## src/rtl/bg_mode_sequencer.sv

```systemverilog
// Play-mode background colour sequencer.
// Chooses the RRRGGGBB background word for each game phase (menu, play,
// hit-flash, level-transition fade, game-over). Frame counters advance only
// on startOfFrame, so an effect never changes in the middle of a frame.
//
// Interface semantics: there is no valid/ready handshake here. All event
// inputs are strobes sampled on every clk edge. BG_COLOR is registered from
// the registered state/counters, so it lags a state change by one clk.
// bgState and busy are registered together with the state.
module bg_mode_sequencer #(
   parameter int unsigned FLASH_FRAMES     = 16,
   parameter int unsigned FLASH_PERIOD     = 4,
   parameter int unsigned FADE_STEP_FRAMES = 8,
   parameter logic [7:0]  MENU_COLOR       = 8'b000_000_00,
   parameter logic [7:0]  PLAY_COLOR       = 8'b100_000_00,
   parameter logic [7:0]  FLASH_COLOR      = 8'b111_111_11,
   parameter logic [7:0]  OVER_COLOR       = 8'b010_000_01
) (
   input  logic       clk,
   input  logic       resetN,
   input  logic       startOfFrame,
   input  logic       gameStart,
   input  logic       playerHit,
   input  logic       levelDone,
   input  logic       gameOver,
   output logic [7:0] BG_COLOR,
   output logic [2:0] bgState,
   output logic       busy
);

   // The frame counter must reach the larger of the two episode lengths
   // minus one without wrapping.
   localparam int unsigned CNT_MAX = (FLASH_FRAMES > FADE_STEP_FRAMES) ?
                                     FLASH_FRAMES : FADE_STEP_FRAMES;
   localparam int unsigned CNT_W   = (CNT_MAX > 2) ? $clog2(CNT_MAX) : 1;

   localparam logic [CNT_W-1:0] FLASH_LAST  = CNT_W'(FLASH_FRAMES - 1);
   localparam logic [CNT_W-1:0] FADE_LAST   = CNT_W'(FADE_STEP_FRAMES - 1);
   localparam logic [CNT_W-1:0] FLASH_HALF  = CNT_W'(FLASH_PERIOD);

   localparam logic       DIR_DOWN = 1'b0;
   localparam logic       DIR_UP   = 1'b1;
   localparam logic [2:0] LVL_MAX  = 3'd7;
   localparam logic [2:0] LVL_MIN  = 3'd0;

   typedef enum logic [2:0] {
      S_MENU  = 3'd0,
      S_PLAY  = 3'd1,
      S_FLASH = 3'd2,
      S_FADE  = 3'd3,
      S_OVER  = 3'd4
   } state_e;

   state_e           state_q, state_d;
   logic [CNT_W-1:0] frame_cnt_q, frame_cnt_d;
   logic [2:0]       fade_lvl_q, fade_lvl_d;
   logic             fade_dir_q, fade_dir_d;
   logic             busy_q, busy_d;
   logic [7:0]       color_q, color_d;

   // Helpers for the colour path.
   logic [CNT_W-1:0] flash_half_idx;
   logic             flash_on;
   logic [2:0]       fade_r, fade_g;
   logic [1:0]       fade_b;

   // Clamp a colour channel to the current fade level.
   function automatic logic [2:0] min3(input logic [2:0] a, input logic [2:0] b);
      return (a < b) ? a : b;
   endfunction

   function automatic logic [1:0] min2(input logic [1:0] a, input logic [1:0] b);
      return (a < b) ? a : b;
   endfunction

   // Next-state logic: event priority gameOver > playerHit > levelDone >
   // gameStart; a state-changing event always beats a coincident frame strobe.
   always_comb begin
      state_d     = state_q;
      frame_cnt_d = frame_cnt_q;
      fade_lvl_d  = fade_lvl_q;
      fade_dir_d  = fade_dir_q;

      case (state_q)
         S_MENU: begin
            if (gameStart) begin
               state_d     = S_PLAY;
               frame_cnt_d = '0;
            end
         end

         S_PLAY: begin
            if (gameOver) begin
               state_d     = S_OVER;
               frame_cnt_d = '0;
            end else if (playerHit) begin
               state_d     = S_FLASH;
               frame_cnt_d = '0;
            end else if (levelDone) begin
               state_d     = S_FADE;
               frame_cnt_d = '0;
               fade_lvl_d  = LVL_MAX;
               fade_dir_d  = DIR_DOWN;
            end
         end

         S_FLASH: begin
            if (gameOver) begin
               state_d     = S_OVER;
               frame_cnt_d = '0;
            end else if (playerHit) begin
               // A new hit restarts the whole episode from flash-on.
               frame_cnt_d = '0;
            end else if (startOfFrame) begin
               if (frame_cnt_q == FLASH_LAST) begin
                  state_d     = S_PLAY;
                  frame_cnt_d = '0;
               end else begin
                  frame_cnt_d = frame_cnt_q + 1'b1;
               end
            end
         end

         S_FADE: begin
            if (gameOver) begin
               state_d     = S_OVER;
               frame_cnt_d = '0;
            end else if (startOfFrame) begin
               if (frame_cnt_q == FADE_LAST) begin
                  frame_cnt_d = '0;
                  if (fade_dir_q == DIR_DOWN) begin
                     // Descend; turn around on reaching the bottom level.
                     if (fade_lvl_q != LVL_MIN) begin
                        fade_lvl_d = fade_lvl_q - 1'b1;
                     end
                     if (fade_lvl_q <= 3'd1) begin
                        fade_dir_d = DIR_UP;
                     end
                  end else begin
                     // Ascend; the fade is complete on reaching the top level.
                     if (fade_lvl_q != LVL_MAX) begin
                        fade_lvl_d = fade_lvl_q + 1'b1;
                     end
                     if (fade_lvl_q >= 3'd6) begin
                        state_d    = S_PLAY;
                        fade_dir_d = DIR_DOWN;
                     end
                  end
               end else begin
                  frame_cnt_d = frame_cnt_q + 1'b1;
               end
            end
         end

         S_OVER: begin
            if (gameStart) begin
               state_d     = S_PLAY;
               frame_cnt_d = '0;
               fade_lvl_d  = LVL_MAX;
               fade_dir_d  = DIR_DOWN;
            end
         end

         default: begin
            state_d     = S_MENU;
            frame_cnt_d = '0;
            fade_lvl_d  = LVL_MAX;
            fade_dir_d  = DIR_DOWN;
         end
      endcase

      busy_d = (state_d == S_FLASH) || (state_d == S_FADE);
   end

   // Colour selection from the registered state, so the colour follows the
   // state by exactly one clk.
   always_comb begin
      flash_half_idx = frame_cnt_q / FLASH_HALF;
      flash_on       = ~flash_half_idx[0];
      fade_r         = min3(PLAY_COLOR[7:5], fade_lvl_q);
      fade_g         = min3(PLAY_COLOR[4:2], fade_lvl_q);
      fade_b         = min2(PLAY_COLOR[1:0], fade_lvl_q[2:1]);
      color_d        = MENU_COLOR;

      case (state_q)
         S_MENU:  color_d = MENU_COLOR;
         S_PLAY:  color_d = PLAY_COLOR;
         S_FLASH: color_d = flash_on ? FLASH_COLOR : PLAY_COLOR;
         S_FADE:  color_d = {fade_r, fade_g, fade_b};
         S_OVER:  color_d = OVER_COLOR;
         default: color_d = MENU_COLOR;
      endcase
   end

   // State, counters, busy and colour registers.
   always_ff @(posedge clk or negedge resetN) begin
      if (!resetN) begin
         state_q     <= S_MENU;
         frame_cnt_q <= '0;
         fade_lvl_q  <= LVL_MAX;
         fade_dir_q  <= DIR_DOWN;
         busy_q      <= 1'b0;
         color_q     <= MENU_COLOR;
      end else begin
         state_q     <= state_d;
         frame_cnt_q <= frame_cnt_d;
         fade_lvl_q  <= fade_lvl_d;
         fade_dir_q  <= fade_dir_d;
         busy_q      <= busy_d;
         color_q     <= color_d;
      end
   end

   assign BG_COLOR = color_q;
   assign bgState  = state_q;
   assign busy     = busy_q;

endmodule

```

## config.mk

```make
export PLATFORM = sky130hd
export DESIGN_NAME = bg_mode_sequencer
export DESIGN_NICKNAME = d
export VERILOG_FILES = /design/src/rtl/bg_mode_sequencer.sv
export SDC_FILE = /design/constraint.sdc
export NUM_CORES = 1
export LEC_CHECK = 0
export CAP_MARGIN = 0
export CELL_PAD_IN_SITES_DETAIL_PLACEMENT = 1
export CELL_PAD_IN_SITES_GLOBAL_PLACEMENT = 2
export CORE_MARGIN = 4
export CORE_UTILIZATION = 32
export CTS_CLUSTER_DIAMETER = 50
export DETAILED_ROUTE_END_ITERATION = 7
export PLACE_DENSITY_LB_ADDON = 0.1
export REMOVE_ABC_BUFFERS = 1
export SLEW_MARGIN = 0
export SYNTH_ARGS = -nofsm -noshare
export SYNTH_HDL_FRONTEND = slang
export SYNTH_SLANG_ARGS = --single-unit
```

## constraint.sdc

```tcl
create_clock -name clk -period 2 [get_ports clk]
set_input_delay 0.4 -clock clk [delete_from_list [all_inputs] [get_ports clk]]
set_output_delay 0.4 -clock clk [all_outputs]
set_load 0.02 [all_outputs]
```

# [Word level (Yosys, flattened, before mapping)]
# Index checks and enable logic that the tools add are counted.
# Widths: inputs -> output; s select.
[word_totals] register_bits=20 input_bits=7 output_inout_bits=12 word_cells=98
[classes] add_sub_neg=3 n_lt_le_gt_ge=5 eq_ne=22 mux=53 bitwise=1 n_reduce_logical=8
[ops] cell="$mux 3" n=25
[ops] cell="$mux 4" n=11
[ops] cell="$pmux 8 s4" n=1
[ops] cell="$pmux 3 s4" n=2
[ops] cell="$pmux 4 s4" n=1
[ops] cell="$ne 2x2->1 const B" n=7
[ops] cell="$eq 3x2->1 const B" n=4
[ops] cell="$ne 3x3->1 const B" n=4
[ops] cell="$mux 1" n=10
[ops] cell="$reduce_and 10->1" n=1
[ops] cell="$ne 4x4->1 const B" n=2
[ops] cell="$reduce_and 8->1" n=1
[ops] cell="$mux 7" n=1
[ops] cell="$add 4x1->4 const B" n=1
[ops] cell="$eq 4x3->1 const B" n=1
[ops] cell="$eq 4x4->1 const B" n=1
[ops] cell="$pmux 1 s4" n=1
[ops] cell="$reduce_and 4->1" n=1
[ops] cell="$reduce_or 2->1" n=2
[ops] cell="$add 3x1->3 const B" n=1
[ops] cell="$eq 3x1->1 const B" n=1
[ops] cell="$eq 3x3->1 const B" n=1
[ops] cell="$ge 3x3->1 const B" n=1
[ops] cell="$le 3x1->1 const B" n=1
[ops] cell="10 further kinds" n=10

# [Longest topological paths before layout]
# Gate-level depths: netlist (run 1).
[logic_depth] ltp_word=9 depth_mapped=7 mapped_depth_nobuf=7

# [Least setup slack after synthesis (run 1)]
# Ideal clock, no wire load.
[synth_timing] path_type="flip-flop to flip-flop" startpoint="register state_q[2], in the netlist bgState[2]" endpoint="register frame_cnt_q[0]" setup_time_ns=0.125 t_arrival_ns=1.526 t_required_ns=1.875 setup_slack_ns=0.349 path_stages_with_launch=6 path_buffers=1 period_less_slack_ns=1.651 cell_sequence="dfrtp_1 buf_6 o41ai_2 o31a_2 nor2_2 mux2_2"
[synth_between] elab_chain_cells=4 word_cells_on_any_way=12 classes_between="eq/ne: 8; mux: 1; reduce/logical: 3"
[synth_rtl] item="start, declared" line="54" rtl="state_e state_q, state_d;"
[synth_rtl] item="start signal, assigned" line="205" rtl="state_q <= state_d;"
[synth_rtl] item="$eq 3x3->1 or $logic_not 3->1 (tied branches)" line="84" rtl="case (state_q)"
[synth_rtl] item="$reduce_or 2->1 (no line)"
[synth_rtl] item="$ne 2x1->1 (no line)"
[synth_rtl] item="$reduce_and 4->1 (no line)"
[synth_rtl] item="end signal, assigned" line="206" rtl="frame_cnt_q <= frame_cnt_d;"
[synth_rtl] item="end, declared" line="55" rtl="logic [CNT_W-1:0] frame_cnt_q, frame_cnt_d;"
# Parallel ways exist; a longest one is shown, timed or not.
# A chain may end at the register's enable or synchronous reset.

# [Worst setup path in the final report (run 1)]
[layout_timing] startpoint="register state_q[0], in the netlist bgState[0]" endpoint="output bgState[0]"
[layout_lines] item="end, declared" line="27" rtl="output logic [2:0] bgState,"
# No word-level cell between the ends.

==> results of run 1 <==
## final timing paths
path | to | depth (start not counted)
worst max-delay path | bgState[0] | 1
worst min-delay path | fade_dir_q$_DFFE_PN0P_ | 2
worst max register to register | frame_cnt_q[0]$_DFFE_PN0P_ | 4
worst min register to register | frame_cnt_q[1]$_DFFE_PN0P_ | 1
max in group asynchronous | fade_lvl_q[2]$_DFFE_PN1P_ | 2
min in group clk | frame_cnt_q[1]$_DFFE_PN0P_ | 1
## synthesized netlist by cell type (2+ instances only)
master,number,area share [%]
a21o_1,2,1.3
a21oi_1,7,3.0
a22o_1,2,1.5
a31oi_1,2,1.1
and2_1,3,1.6
and3_1,2,1.1
buf_2,4,1.7
dfrtp_1,17,36
dfstp_2,3,6.7
ha_1,7,7.4
inv_1,6,1.9
nand2_1,6,1.9
nand3_1,2,0.85
nor2_1,18,5.7
nor2b_1,3,1.6
nor3_1,3,1.3
o21ai_0,3,1.3
o21ai_1,4,1.7
o31ai_1,2,1.3
o41ai_2,2,2.8
or3_1,2,1.1
## flip-flops by register name, summed over array words and instances (netlist names)
signal       count
bgState          3
fade_dir_q       1
BG_COLOR         8
busy             1
fade_lvl_q       3
frame_cnt_q      4
## cell families after synthesis
logic type | Yosys count
mux | 2
fa+ha+maj | 7
xor+xnor | 1
buf+inv | 12
compound gates | 33
flops | 20
simple gates | 48
## through the flow
step | cell area (µm²) | hold WS, ns
2_1_floorplan | 1150 | 0.104
3_3_place_gp | 1430 | 0.515
3_5_place_dp | 1430 | 0.518
4_1_cts | 1510 | 0.489
5_1_grt | 1510 | 0.507
6_report | 1510 | 0.477
## metal layers
layer | vias to the layer above | GRT usage, % | share of wire (%)
li1 | 484 | - | -
met1 | 473 | 20.2 | 50
met2 | 24 | 22.1 | 45
met3 | 2 | 2.59 | 4.3
met4 | 0 | 3.65 | 0.52
met5 | - | 0 | 0
## report_power, final
part           internal, µW  total (µW)  switching [µW]  leakage [µW]
combinational           314         643             330      0.000385
sequential              494         625             131      0.000257
clock                   267         405             138     0.0000357
total                  1070        1670             599      0.000678
## final cells by class
class,count,area (µm²)
Sequential cell,20,508
Multi-Input combinational cell,91,617
Fill cell,397,1940
Timing Repair Buffer,24,225
Clock inverter,1,30.0
Inverter,7,26.3
Clock buffer,3,41.3
Tap cell,46,57.6
==> results by group, run 1 <==
Route
  • WL per Instance: 14.9 µm
  • Via/cell ratio: 5.12
  • Post-route ant nets: 0
  • Aggregate routed wire length: 2860 µm
  • Vias: 983
  • Drt first pass iters: 4
  • Drt initial violations: 51
  • Drt drc: 0

Timing
  • Fin crit period: 1.88 ns
  • Setup Viol. Count Final: 0
  • Unrepaired setup endpoints after global routing: no
  • Fin. Hold Viols: 0
  • Clock skew: 0.00165 ns
  • Tightest Pin Transition: 0.308 ns
  • Fmax: 0.533 GHz
  • Max-slew violations: 0
  • Period utilization: 93.8%
  • Setup WS post-layout: 0.124 ns
  • Slew headroom: 79.2%
  • Setup TNS: 0 ns

Yosys
  • Main flop type after synthesis: dfrtp_1
  • Post-Syn Area: 0.00118 mm²
  • Mux share of post-synthesis cell area: 1.80%
  • Syn_area_per_cell: 9.58 µm²
  • XOR/XNOR share of the synthesized area: 0.743%
  • Syn Inst Count: 123
  • Largest family of logic cells by synthesized area: simple AND/OR/NAND/NOR gates
  • Fraction of the mapped netlist area in adder cells: 7.43%
  • Post-synth EDFFs: 0
  • Asr flop ratio synth: 100%
  • Count of state elements after synthesis: 20
  • Synth Area in Compound Gates: 20.3%
  • Simple-Gate Fraction of Synth Area: 22.1%
  • Sequential element share of the synthesized area: 42.8%
  • Synth warn: 0
  • Distinct cells, synth: 44

Setup path
  • Critical path type: reg2out
  • Worst reg2reg setup slack: 0.34 ns
  • Critical path launch point: bgState[0]$_DFF_PN0_
  • CP Buf/Inv Count: 1
  • Critical R2R Launch: bgState[2]$_DFF_PN0_
  • Crit-path leading delay family: buffers and inverters
  • Crit-path cells: clkdlybuf4s50_1
  • Worst path required time: 1.60 ns
  • CP peak stage delay: 0.67 ns
  • Arrival time at the worst endpoint: 1.48 ns
  • Kind of start point of the critical path: flip-flop
  • Crit. End Element: primary output
  • Worst path slowest cell: clkdlybuf4s50_1
  • Max FO, Critical Path: 16

Min path
  • Worst hold path type: in2async

Floorplanning
  • Core area: 0.00344 mm²
  • Die X: 68.7 µm
  • Die height: 68.7 µm
  • Starting density of the core: 34.2%
  • Row count: 21
  • Die area: 0.00472 mm²
  • I/O pin count: 19

Placed design
  • Number of instances in the placed design: 188
  • GPL Wtd Cong: 0.813
  • HPWL Detailed: 2200 µm
  • Port bufs: 18
  • DP Worst Slack: -0.0410 ns

GRT
  • First-pass GRT wire length: 4920 µm
  • GRT Total Usage: 14.2%
  • Initial antenna violation count: 0
  • Overflow after GRT: 0
  • Vias in the first global route: 1019
  • Pin count of the biggest net entering global routing: 21

Finish
  • Leading cell types in the layout, fill and taps excluded: nor2_1, clkdlybuf4s50_1, dfrtp_1, a21oi_1, ha_1
  • Layout cells sized above 1: 15.8%
  • Syn-to-layout area delta: 27.7%
  • Utilization after layout: 43.7%
  • Nets: 161
  • Non-filler instance count after layout: 192
  • Antenna cells: 0

Pwr
  • Pwr per Cell Area: 1110 mW/mm²
  • Worst VDD drop: 0.000414 V
  • Leakage power: 0.000678 µW
  • Total power draw: 1670 µW

Clocking
  • Clk root buf: clkbuf_8
  • H-tree depth: 1
  • Hold buffer count at CTS: 0
  • Reg clk slew, reported paths: 0.08 ns
  • CTS sink cnt: 20
  • Worst skew pair latency: 0.26 ns
  • TritonCTS buffer count: 3
  • Deepest clock path buffer count: 2
  • Post-CTS sizing: 3
  • Setup bufs post-CTS: 0
  • TritonCTS clock tree: built

Run
  • Max cap viols: 0

Outcome
  • Outcome: finished, final reports clean
(Power assumes the default switching activity.)
==> run 2, diff against run 1 <==
--- a/config.mk
+++ b/config.mk
@@ -8,11 +8,11 @@
 export CAP_MARGIN = 0
 export CELL_PAD_IN_SITES_DETAIL_PLACEMENT = 1
 export CELL_PAD_IN_SITES_GLOBAL_PLACEMENT = 2
-export CORE_MARGIN = 4
+export CORE_MARGIN = 2
 export CORE_UTILIZATION = 32
 export CTS_CLUSTER_DIAMETER = 50
 export DETAILED_ROUTE_END_ITERATION = 7
-export PLACE_DENSITY_LB_ADDON = 0.1
+export PLACE_DENSITY = 0.82
 export REMOVE_ABC_BUFFERS = 1
 export SLEW_MARGIN = 0
 export SYNTH_ARGS = -nofsm -noshare
==> run 2 against run 1 <==
  * Critical path depth did not move
  * First-iteration DRC count rose by 2.0%
  * Sequential share of layout area rose by 0.48 points
  * Register-to-register slack got worse by 0.02 ns
  * Core utilization fell by 2.6 points
  * Sequential cell count did not move
  * Sequential power barely moved
  * Maximum frequency rose by 0.30%
  * Via count rose by 2.2%
  * Highest routed layer unchanged
==> results by group, run 2 (same netlist as run 1, synthesis figures left out) <==
Placed design
  • GPL Wtd Cong: 0.782 (-3.8%)
  • Port bufs: 18 (unchanged)
  • Number of instances in the placed design: 189 (+0.53%)
  • DP Area: 0.00143 mm² (-0.35%)
  • HPWL Detailed: 2130 µm (-3.2%)

Finish
  • Footprint of the multi-input gates: 617 µm² (unchanged)
  • FF/Latch Area: 508 µm² (unchanged)
  • Filler cell count: 422 (+6.3%)
  • Nets: 160 (-0.62%)
  • Leading cell types in the layout, fill and taps excluded: nor2_1, clkdlybuf4s50_1, dfrtp_1, a21oi_1, ha_1
  • Non-filler instance count after layout: 193 (+0.52%)
  • Max FFs per register: 8 (unchanged)
  • Layout cells sized above 1: 15.2% (-0.58 points)
  • Syn-to-layout area delta: 25.9%
  • Antenna cells: 0 (unchanged)
  • Fin area: 0.00148 mm² (-1.4%)

Setup path
  • Critical path launch point: bgState[0]$_DFF_PN0_
  • Worst reg2reg setup slack: 0.32 ns (-0.02 ns)
  • Arrival time at the worst endpoint: 1.47 ns (about the same)
  • CP Buf/Inv Count: 1 (unchanged)
  • Critical R2R Launch: bgState[2]$_DFF_PN0_
  • Crit-path cells: clkdlybuf4s50_1
  • R2R depth: 5 (+1)
  • Levels on crit path: 1 (unchanged)
  • Crit. End Element: primary output
  • Worst path slowest cell: clkdlybuf4s50_1
  • Kind of start point of the critical path: flip-flop
  • Crit-path leading delay family: buffers and inverters
  • Crit path to: bgState[0]
  • Worst path required time: 1.60 ns (about the same)
  • R2r endpoint: frame_cnt_q[3]$_DFFE_PN0P_
  • Critical path type: reg2out
  • Max FO, Critical Path: 16 (unchanged)
  • CP peak stage delay: 0.67 ns (about the same)

Clocking
  • CTS sink cnt: 20 (unchanged)
  • TritonCTS clock tree: built
  • Worst skew pair latency: 0.26 ns (about the same)
  • Clk root buf: clkbuf_8
  • Deepest clock path buffer count: 2 (unchanged)
  • Reg clk slew, reported paths: 0.08 ns (about the same)
  • Setup bufs post-CTS: 0 (unchanged)
  • H-tree depth: 1 (unchanged)
  • TritonCTS buffer count: 3 (unchanged)

Timing
  • Period utilization: 93.5% (-0.28 points)
  • Slew headroom: 78.1% (-1.1 points)
  • Max-slew violations: 0 (unchanged)
  • Fin. Hold Viols: 0 (unchanged)
  • Fin crit period: 1.87 ns (-0.00554 ns)
  • Setup Viol. Count Final: 0 (unchanged)
  • Unrepaired setup endpoints after global routing: no
  • Clock skew: 0.00109 ns (-0.000561 ns)
  • Tightest Pin Transition: 0.329 ns (+0.0206 ns)
  • Fmax: 0.535 GHz (+0.30%)

Floorplanning
  • Starting density of the core: 32.7% (-1.6 points)
  • I/O pin count: 19 (unchanged)
  • Core area: 0.00361 mm² (+4.8%)
  • Die area: 0.00418 mm² (-11%)
  • Die height: 64.7 µm (-5.8%)
  • Row count: 22 (+4.8%)
  • Die X: 64.7 µm (-5.8%)

GRT
  • Met1 usage: 18.0% (-2.2 points)
  • First-pass GRT wire length: 4930 µm (+0.14%)
  • Met3 Track Usage GR: 3.30% (+0.71 points)
  • Pin count of the biggest net entering global routing: 21 (unchanged)
  • Initial antenna violation count: 0 (unchanged)
  • Overflow after GRT: 0 (unchanged)
  • Met2 GRT Util: 27.3% (+5.3 points)
  • GRT Total Usage: 15.2% (+1.0 points)
  • Vias in the first global route: 1072 (+5.2%)
  • Most Used Layer, Global Route: met2

Route
  • Via/cell ratio: 5.21 (+1.7%)
  • Post-route ant nets: 0 (unchanged)
  • Drt first pass iters: 3 (-1)
  • Drt drc: 0 (unchanged)
  • Vias: 1005 (+2.2%)
  • Drt initial violations: 52 (+2.0%)
  • Aggregate routed wire length: 2800 µm (-2.3%)
  • WL per Instance: 14.5 µm (-2.8%)

Pwr
  • Worst VDD drop: 0.000418 V (+0.87%)
  • Pwr per Cell Area: 1060 mW/mm² (-4.5%)
  • Leakage power: 0.000665 µW (-1.8%)

Run
  • Max cap viols: 0 (unchanged)

Outcome
  • Outcome: finished, final reports clean

Min path
  • Worst hold path type: in2async
## run 2: repair_timing
| action | 4_1_cts | 5_1_grt |
|---|---|---|
| setup endpoints to repair | 3 | 0 |
| gates resized for setup | 3 | 0 |
| hold buffers | 0 | 0 |
## run 2: through the flow
stage | hold slack, ns | total power [µW] | utilization [%] | setup WS, ns | TNS [ns]
2_1_floorplan | 0.104 | 975 | - | 0.268 | 0
3_3_place_gp | 0.512 | 1250 | 39.5 | -0.00572 | -0.00765
3_5_place_dp | 0.519 | 1270 | 39.5 | -0.0658 | -0.214
4_1_cts | 0.479 | 1600 | 41.2 | 0.110 | 0
5_1_grt | 0.485 | 1680 | 41.2 | 0.0718 | 0
6_report | 0.473 | 1580 | 41.2 | 0.130 | 0
## run 2: layer usage
layer,wire length [µm],vias to the layer above
met5,0,-
met4,33,0
met3,82,6
met2,1380,17
met1,1300,501
li1,-,481
## run 2: report_power, final
group | leakage [µW] | switching (µW) | internal (µW)
Clock | 0.0000288 | 139 | 175
Sequential | 0.000257 | 133 | 494
Combinational | 0.000380 | 324 | 310
## run 2: layout make-up
cell class,instances,area share (%)
timing repair buffer,23,14.7
tap,48,4.05
sequential,20,34.2
multi-input combinational,91,41.6
clock buffer,4,3.71
inverter,7,1.77
## run 2: worst min path at each step
stage	start	endpoint
after global routing	resetN	BG_COLOR[6]$_DFF_PN0_
after floorplan	resetN	BG_COLOR[0]$_DFF_PN0_
final	resetN	BG_COLOR[6]$_DFF_PN0_
after CTS	resetN	BG_COLOR[6]$_DFF_PN0_
after detailed placement	frame_cnt_q[1]$_DFFE_PN0P_	frame_cnt_q[1]$_DFFE_PN0P_
after global placement	frame_cnt_q[1]$_DFFE_PN0P_	frame_cnt_q[1]$_DFFE_PN0P_
## run 2: worst reg2reg max path: cells and delay by family, from the launching register on
family / cells / cell delay, ns
simple gates: 1 / 0.35
flops: 1 / 0.51
compound gates: 4 / 0.76
==> run 3, diff against run 2 <==
--- a/config.mk
+++ b/config.mk
@@ -5,7 +5,8 @@
 export SDC_FILE = /design/constraint.sdc
 export NUM_CORES = 1
 export LEC_CHECK = 0
-export CAP_MARGIN = 0
+export ABC_AREA = 0
+export CAP_MARGIN = 15
 export CELL_PAD_IN_SITES_DETAIL_PLACEMENT = 1
 export CELL_PAD_IN_SITES_GLOBAL_PLACEMENT = 2
 export CORE_MARGIN = 2
==> results of run 3 <==
Same layout as run 2: the final DEF is identical, and so are final timing and power.
==> patch 1 (flow settings as in run 3) <==
Make the reset (`resetN`) synchronous in one clocked block.
--- a/src/rtl/bg_mode_sequencer.sv
+++ b/src/rtl/bg_mode_sequencer.sv
@@ -193,7 +193,7 @@
    end
 
    // State, counters, busy and colour registers.
-   always_ff @(posedge clk or negedge resetN) begin
+   always_ff @(posedge clk) begin
       if (!resetN) begin
          state_q     <= S_MENU;
          frame_cnt_q <= '0;
Behaviour: differs if resetN is asserted again (counterexample within 4 cycles, from zero or initial values and one cycle with resetN low); with resetN held inactive, the same outputs for 10 cycles.
==> patch 1 against run 3 <==
Routed wire length increased by 12%. Die area down 4.2%. Final cell count grew 6.7%. Worst hold slack better by 26 ps. Largest cell class unchanged. Count of clock-buffer cells in the layout shrank 1. Cell area barely moved. Area after synthesis down 4.5%. Sequential cell count unchanged. Critical path depth increased by 1. Worst setup slack got worse by 68 ps. First-iteration DRC count shrank 31%.
Power is not compared: it rests on default switching activity, and its combinational part moved more than twofold at a synthesized area within 25%.
==> patch 1: results (changes against run 3) <==
maximum cell stage delay along the critical path=600 ps (-70 ps); sequential fraction of the synthesis area=35.6% (-7.2 points); length in cells of the worst reg-to-reg path=7 (+2); Signal buffers=33 (+43%); average instance area after synthesis=8.47 um2 (-12%); pre-CTS worst setup slack=-112 ps (-46.0 ps); wire length after detailed routing=3130 um (+12%); number of standard cells in the final layout excluding fillers=206 (+6.7%); detailed placer's ending HPWL=2460 um (+15%); combined area of the multi-input logic cells=644 um2 (+4.5%); Synth Flop Type=dfxtp_1; aggregate global-route resource usage=16.6% (+1.4 points); list of most frequent post-synthesis cells=20 x dfxtp_1, 10 x nor2_1, 9 x nor3_1; DR iter-0 viols=36 (-31%); number of nets in the layout=175 (+9.4%); clock-pin slew reported for the worst setup and hold paths after clock tree synthesis=120 ps (+40 ps); share of flip-flops with an asynchronous set or reset=0% (-100 points); Clock-cell share=3.54% (-0.17 points); static leakage power=0.605 nW; latest clock arrival within the worst-skew pair=300 ps (+40 ps); count of multi-input combinational gates=95 (+4.4%); crit path DAT=1540 ps (+70 ps); CTS root buffer=clkbuf_4; TritonRoute pass-1 iters=4 (+1); maximum fanout along the worst path=6 (-10); Clock Skews=1.11 ps (+0.0169 ps); non-clock buffer area fraction after layout=19.7% (+5.1 points); sequential cell area=405 um2 (-20%); largest net degree at the start of global routing=14 (-33%); vias in the first global route=1,118 (+4.3%); top cells by area, synth=dfxtp_1 36%, ha_1 7.8%, nor3_1 4.0%; wire length of the first global-routing pass=5320 um (+8.0%); Syn-to-layout area delta=31.7%; fraction of power spent switching nets=24.3%; share of post-route cells with drive strength above 1=16.3% (+1.1 points); outcome=complete, no violations; non-clock inverter count in the final layout=8 (+1)
patch 1: cell count changes after synthesis, moves of 3 or more:
| cell | before | now |
|---|---|---|
| nor4_1 | 0 | 4 |
| nor3_1 | 3 | 9 |
| dfstp_2 | 3 | 0 |
| nand3_1 | 2 | 5 |
| dfxtp_1 | 0 | 20 |
| nand2b_1 | 1 | 4 |
| nor2_1 | 18 | 10 |
| clkbuf_1 | 0 | 5 |
| dfrtp_1 | 17 | 0 |
patch 1: logic make-up (layout without fill, tap and decap cells):
group | count (synthesis) | after routing | share of synthesized area (%)
AND/OR/NAND/NOR | 53 | 53 | 26.7
XOR/XNOR | 3 | 3 | 2.33
buffers and inverters | 18 | 45 | 7.22
AO/OA/AOI/OAI | 31 | 31 | 19.6
multiplexers | 1 | 1 | 0.889
adder cells (fa/ha/maj) | 7 | 7 | 7.78
flip-flops | 20 | 20 | 35.6
patch 1: repair_timing:
item | 4_1_cts | 5_1_grt
endpoints found under the hold margin | 0 | 0
gates resized for setup | 1 | 4
setup endpoints to repair | 1 | 5
patch 1: path summary, 6_finish.rpt:
| kind | end | slack (ps) | start |
|---|---|---|---|
| setup / recovery | bgState[2] | 60 | bgState[2] |
| hold / removal | frame_cnt_q[1] | 500 | frame_cnt_q[1] |
| setup reg to reg | fade_lvl_q[1] | 160 | frame_cnt_q[0] |
| hold reg to reg | frame_cnt_q[1] | 500 | frame_cnt_q[1] |
patch 1: per-layer routing:
layer / routed length, um / global-route usage, %
met1: 1490 / 20.9
met3: 99 / 4.46
met4: 21 / 2.45
met2: 1520 / 28.8
met5: 0 / 0
patch 1: tightest hold or removal path: stages (launching register included):
cell and delay, ps:
dfxtp_1 340, nand2b_1 70, a21oi_1 50
==> patch 2 (config.mk and constraints of run 3) <==
Made on the original files. `FLASH_FRAMES`: 16 -> 32.
--- a/src/rtl/bg_mode_sequencer.sv
+++ b/src/rtl/bg_mode_sequencer.sv
@@ -8,7 +8,7 @@
 // the registered state/counters, so it lags a state change by one clk.
 // bgState and busy are registered together with the state.
 module bg_mode_sequencer #(
-   parameter int unsigned FLASH_FRAMES     = 16,
+   parameter int unsigned FLASH_FRAMES     = 32,
    parameter int unsigned FLASH_PERIOD     = 4,
    parameter int unsigned FADE_STEP_FRAMES = 8,
    parameter logic [7:0]  MENU_COLOR       = 8'b000_000_00,
Check against the original RTL: no difference found for any inputs over 10 cycles, from zero or initial values and one cycle with resetN low; that may be too few to reach the edited logic, so the function may still have changed.
==> patch 2 against run 3 <==
Synthesized cell count is 8.1% higher. Sequential share of layout area shrank 2.3 points. Combinational power grew 38%. Worst setup slack worse by 42 ps. Area after synthesis is 7.6% higher. Worst hold slack improved by 4.9 ps. Sequential cell count is 1 higher. Routed wire length grew 26%. Critical path depth unchanged. Power grew 17%. Clock skew increased by 5.9 ps. Register-to-register slack lost 220 ps. Cell area up 12%.
==> patch 2: results (changes against run 3) <==
outcome=complete, no violations; CTS root buffer=clkbuf_8; antenna fix cells=0 (unchanged); number of levels in the clock H-tree=1 (unchanged); worst-case register-to-register setup slack=100 ps (-220 ps); list of most frequent post-synthesis cells=18 x dfrtp_1, 13 x nor3_1, 12 x nor2_1; clock-pin slew reported for the worst setup and hold paths after clock tree synthesis=80 ps (about the same); upper clock frequency limit=523 MHz (-2.2%); top cells by area, synth=dfrtp_1 36%, ha_1 7.9%, dfstp_2 6.2%; fraction of power spent switching nets=41.0% (+3.1 points); largest net degree at the start of global routing=22 (+4.8%); share of post-route cells with drive strength above 1=21.7% (+6.5 points); detailed placer's ending HPWL=2650 um (+24%); share of flip-flops with an asynchronous set or reset=100% (unchanged); wire length of the first global-routing pass=6070 um (+23%); max FFs per register=8 (unchanged); number of standard cells in the final layout excluding fillers=214 (+11%); average instance area after synthesis=9.54 um2 (-0.45%); static leakage power=0.742 nW (+11%); cell family contributing the most delay on the critical path=buffers and inverters; fill cell instance count of the final layout=455 (+7.8%); path type of the worst min-delay path=in2async; pre-CTS worst setup slack=-161 ps (-95.5 ps); warning count from the yosys run=0 (unchanged); first element of the critical path=bgState[0]; timing endpoint of the critical path=bgState[0]; crit path DAT=1510 ps (+40 ps); highest ir drop seen on vdd=0.000569 V (+36%); vias after detailed routing=1,142 (+14%); number of antenna violations at the first check in global routing=0 (unchanged); average detailed-routed wire length per instance=16.5 um (+14%); maximum fanout along the worst path=12 (-4); Clock Skews=6.97 ps (+5.88 ps); sequential fraction of the synthesis area=41.7% (-1.1 points); length in cells of the worst reg-to-reg path=6 (+1); tightest slew margin relative to the limit=75.9% (-2.2 points); unique cell type count in the Yosys netlist=46 (+4.5%); DR iter-0 viols=26 (-50%); IO buf count=18 (unchanged); capture instance of the worst register-to-register path=fade_lvl_q[0]; Synth Flop Type=dfrtp_1; TritonRoute pass-1 iters=6 (+3); maximum cell stage delay along the critical path=680 ps; number of violations of the max-capacitance limit=0 (unchanged); clock buffers created by TritonCTS=3 (unchanged); critical-path cell with the highest stage delay=clkdlybuf4s50_1; buffer levels on the longest clock path=2 (unchanged); Routability Congestion=0.903 (+15%); vias in the first global route=1,263 (+18%); R2R Path Start=fade_lvl_q[0]; aggregate global-route resource usage=17.8% (+2.6 points); latest clock arrival within the worst-skew pair=260 ps (about the same); number of nets in the layout=182 (+14%)
## patch 2: cell count changes in the layout (fill, tap and decap cells not counted), moves of 3 or more
cell and delta:
nor2b_1 -3, a21oi_1 -3, nor2_1 -6, nor3_1 +10, buf_4 +12, and2_1 -3
## patch 2: cells by family (layout without fill, tap and decap cells)
| logic type | count (synthesis) | count (layout) | share of synthesized area (%) |
|---|---|---|---|
| and+or+nand+nor | 54 | 54 | 24.0 |
| DFF | 21 | 21 | 41.7 |
| adders and majority gates | 8 | 8 | 7.89 |
| xor gates and xnor gates | 1 | 1 | 0.690 |
| AOI/OAI and AO/OA | 32 | 32 | 18.6 |
| muxes | 3 | 3 | 2.56 |
| buffers and inverters | 14 | 47 | 4.54 |
## patch 2: power groups by stage
stage	Sequential, mW	Clock (mW)	Combinational [mW]
3_5_place_dp	0.695	0	0.865
6_report	0.690	0.282	0.875
5_1_grt	0.709	0.307	0.969
2_1_floorplan	0.770	0	0.382
4_1_cts	0.688	0.286	0.871
3_3_place_gp	0.684	0	0.831
## patch 2: layout make-up
type | count | area, um2 | area share (%)
Clock buffer | 3 | 41.3 | 2.48
Clock inverter | 1 | 5.00 | 0.301
Inverter | 8 | 30.0 | 1.80
Multi-Input combinational cell | 98 | 689 | 41.4
Sequential cell | 21 | 532 | 31.9
Tap cell | 48 | 60.1 | 3.61
Timing Repair Buffer | 35 | 308 | 18.5
## patch 2: timing repair
| item | in CTS | in global routing |
|---|---|---|
| gates cloned | 0 | 0 |
| buffers inserted | 0 | 1 |
| setup endpoints to repair | 1 | 6 |
| resized for setup | 1 | 3 |
## patch 2: metrics by stage
stage,setup TNS (ps),area [um2],total power [mW],utilization (%)
6_report,0,1670,1.85,44.5
4_1_cts,0,1650,1.84,44.1
2_1_floorplan,0,1240,1.15,-
5_1_grt,-3.62,1670,1.99,44.5
3_3_place_gp,-150,1600,1.51,42.8
3_5_place_dp,-475,1600,1.56,42.8
## patch 2: worst min path at each step
stage / startpoint / end / slack (ps) / depth (start not counted)
after CTS: resetN / bgState[0] / 490 / 2
final: resetN / bgState[0] / 480 / 2
after floorplan: resetN / BG_COLOR[0] / 100 / 0
after detailed placement: frame_cnt_q[0] / frame_cnt_q[0] / 540 / 1
after global routing: resetN / bgState[0] / 500 / 2
after global placement: frame_cnt_q[1] / frame_cnt_q[1] / 510 / 2
## patch 2: layer usage
layer	part of all wire [%]	GRT usage, %
met4	1.2	4.59
met3	3.0	3.21
met1	47	22.8
met5	0	0
met2	49	30.9
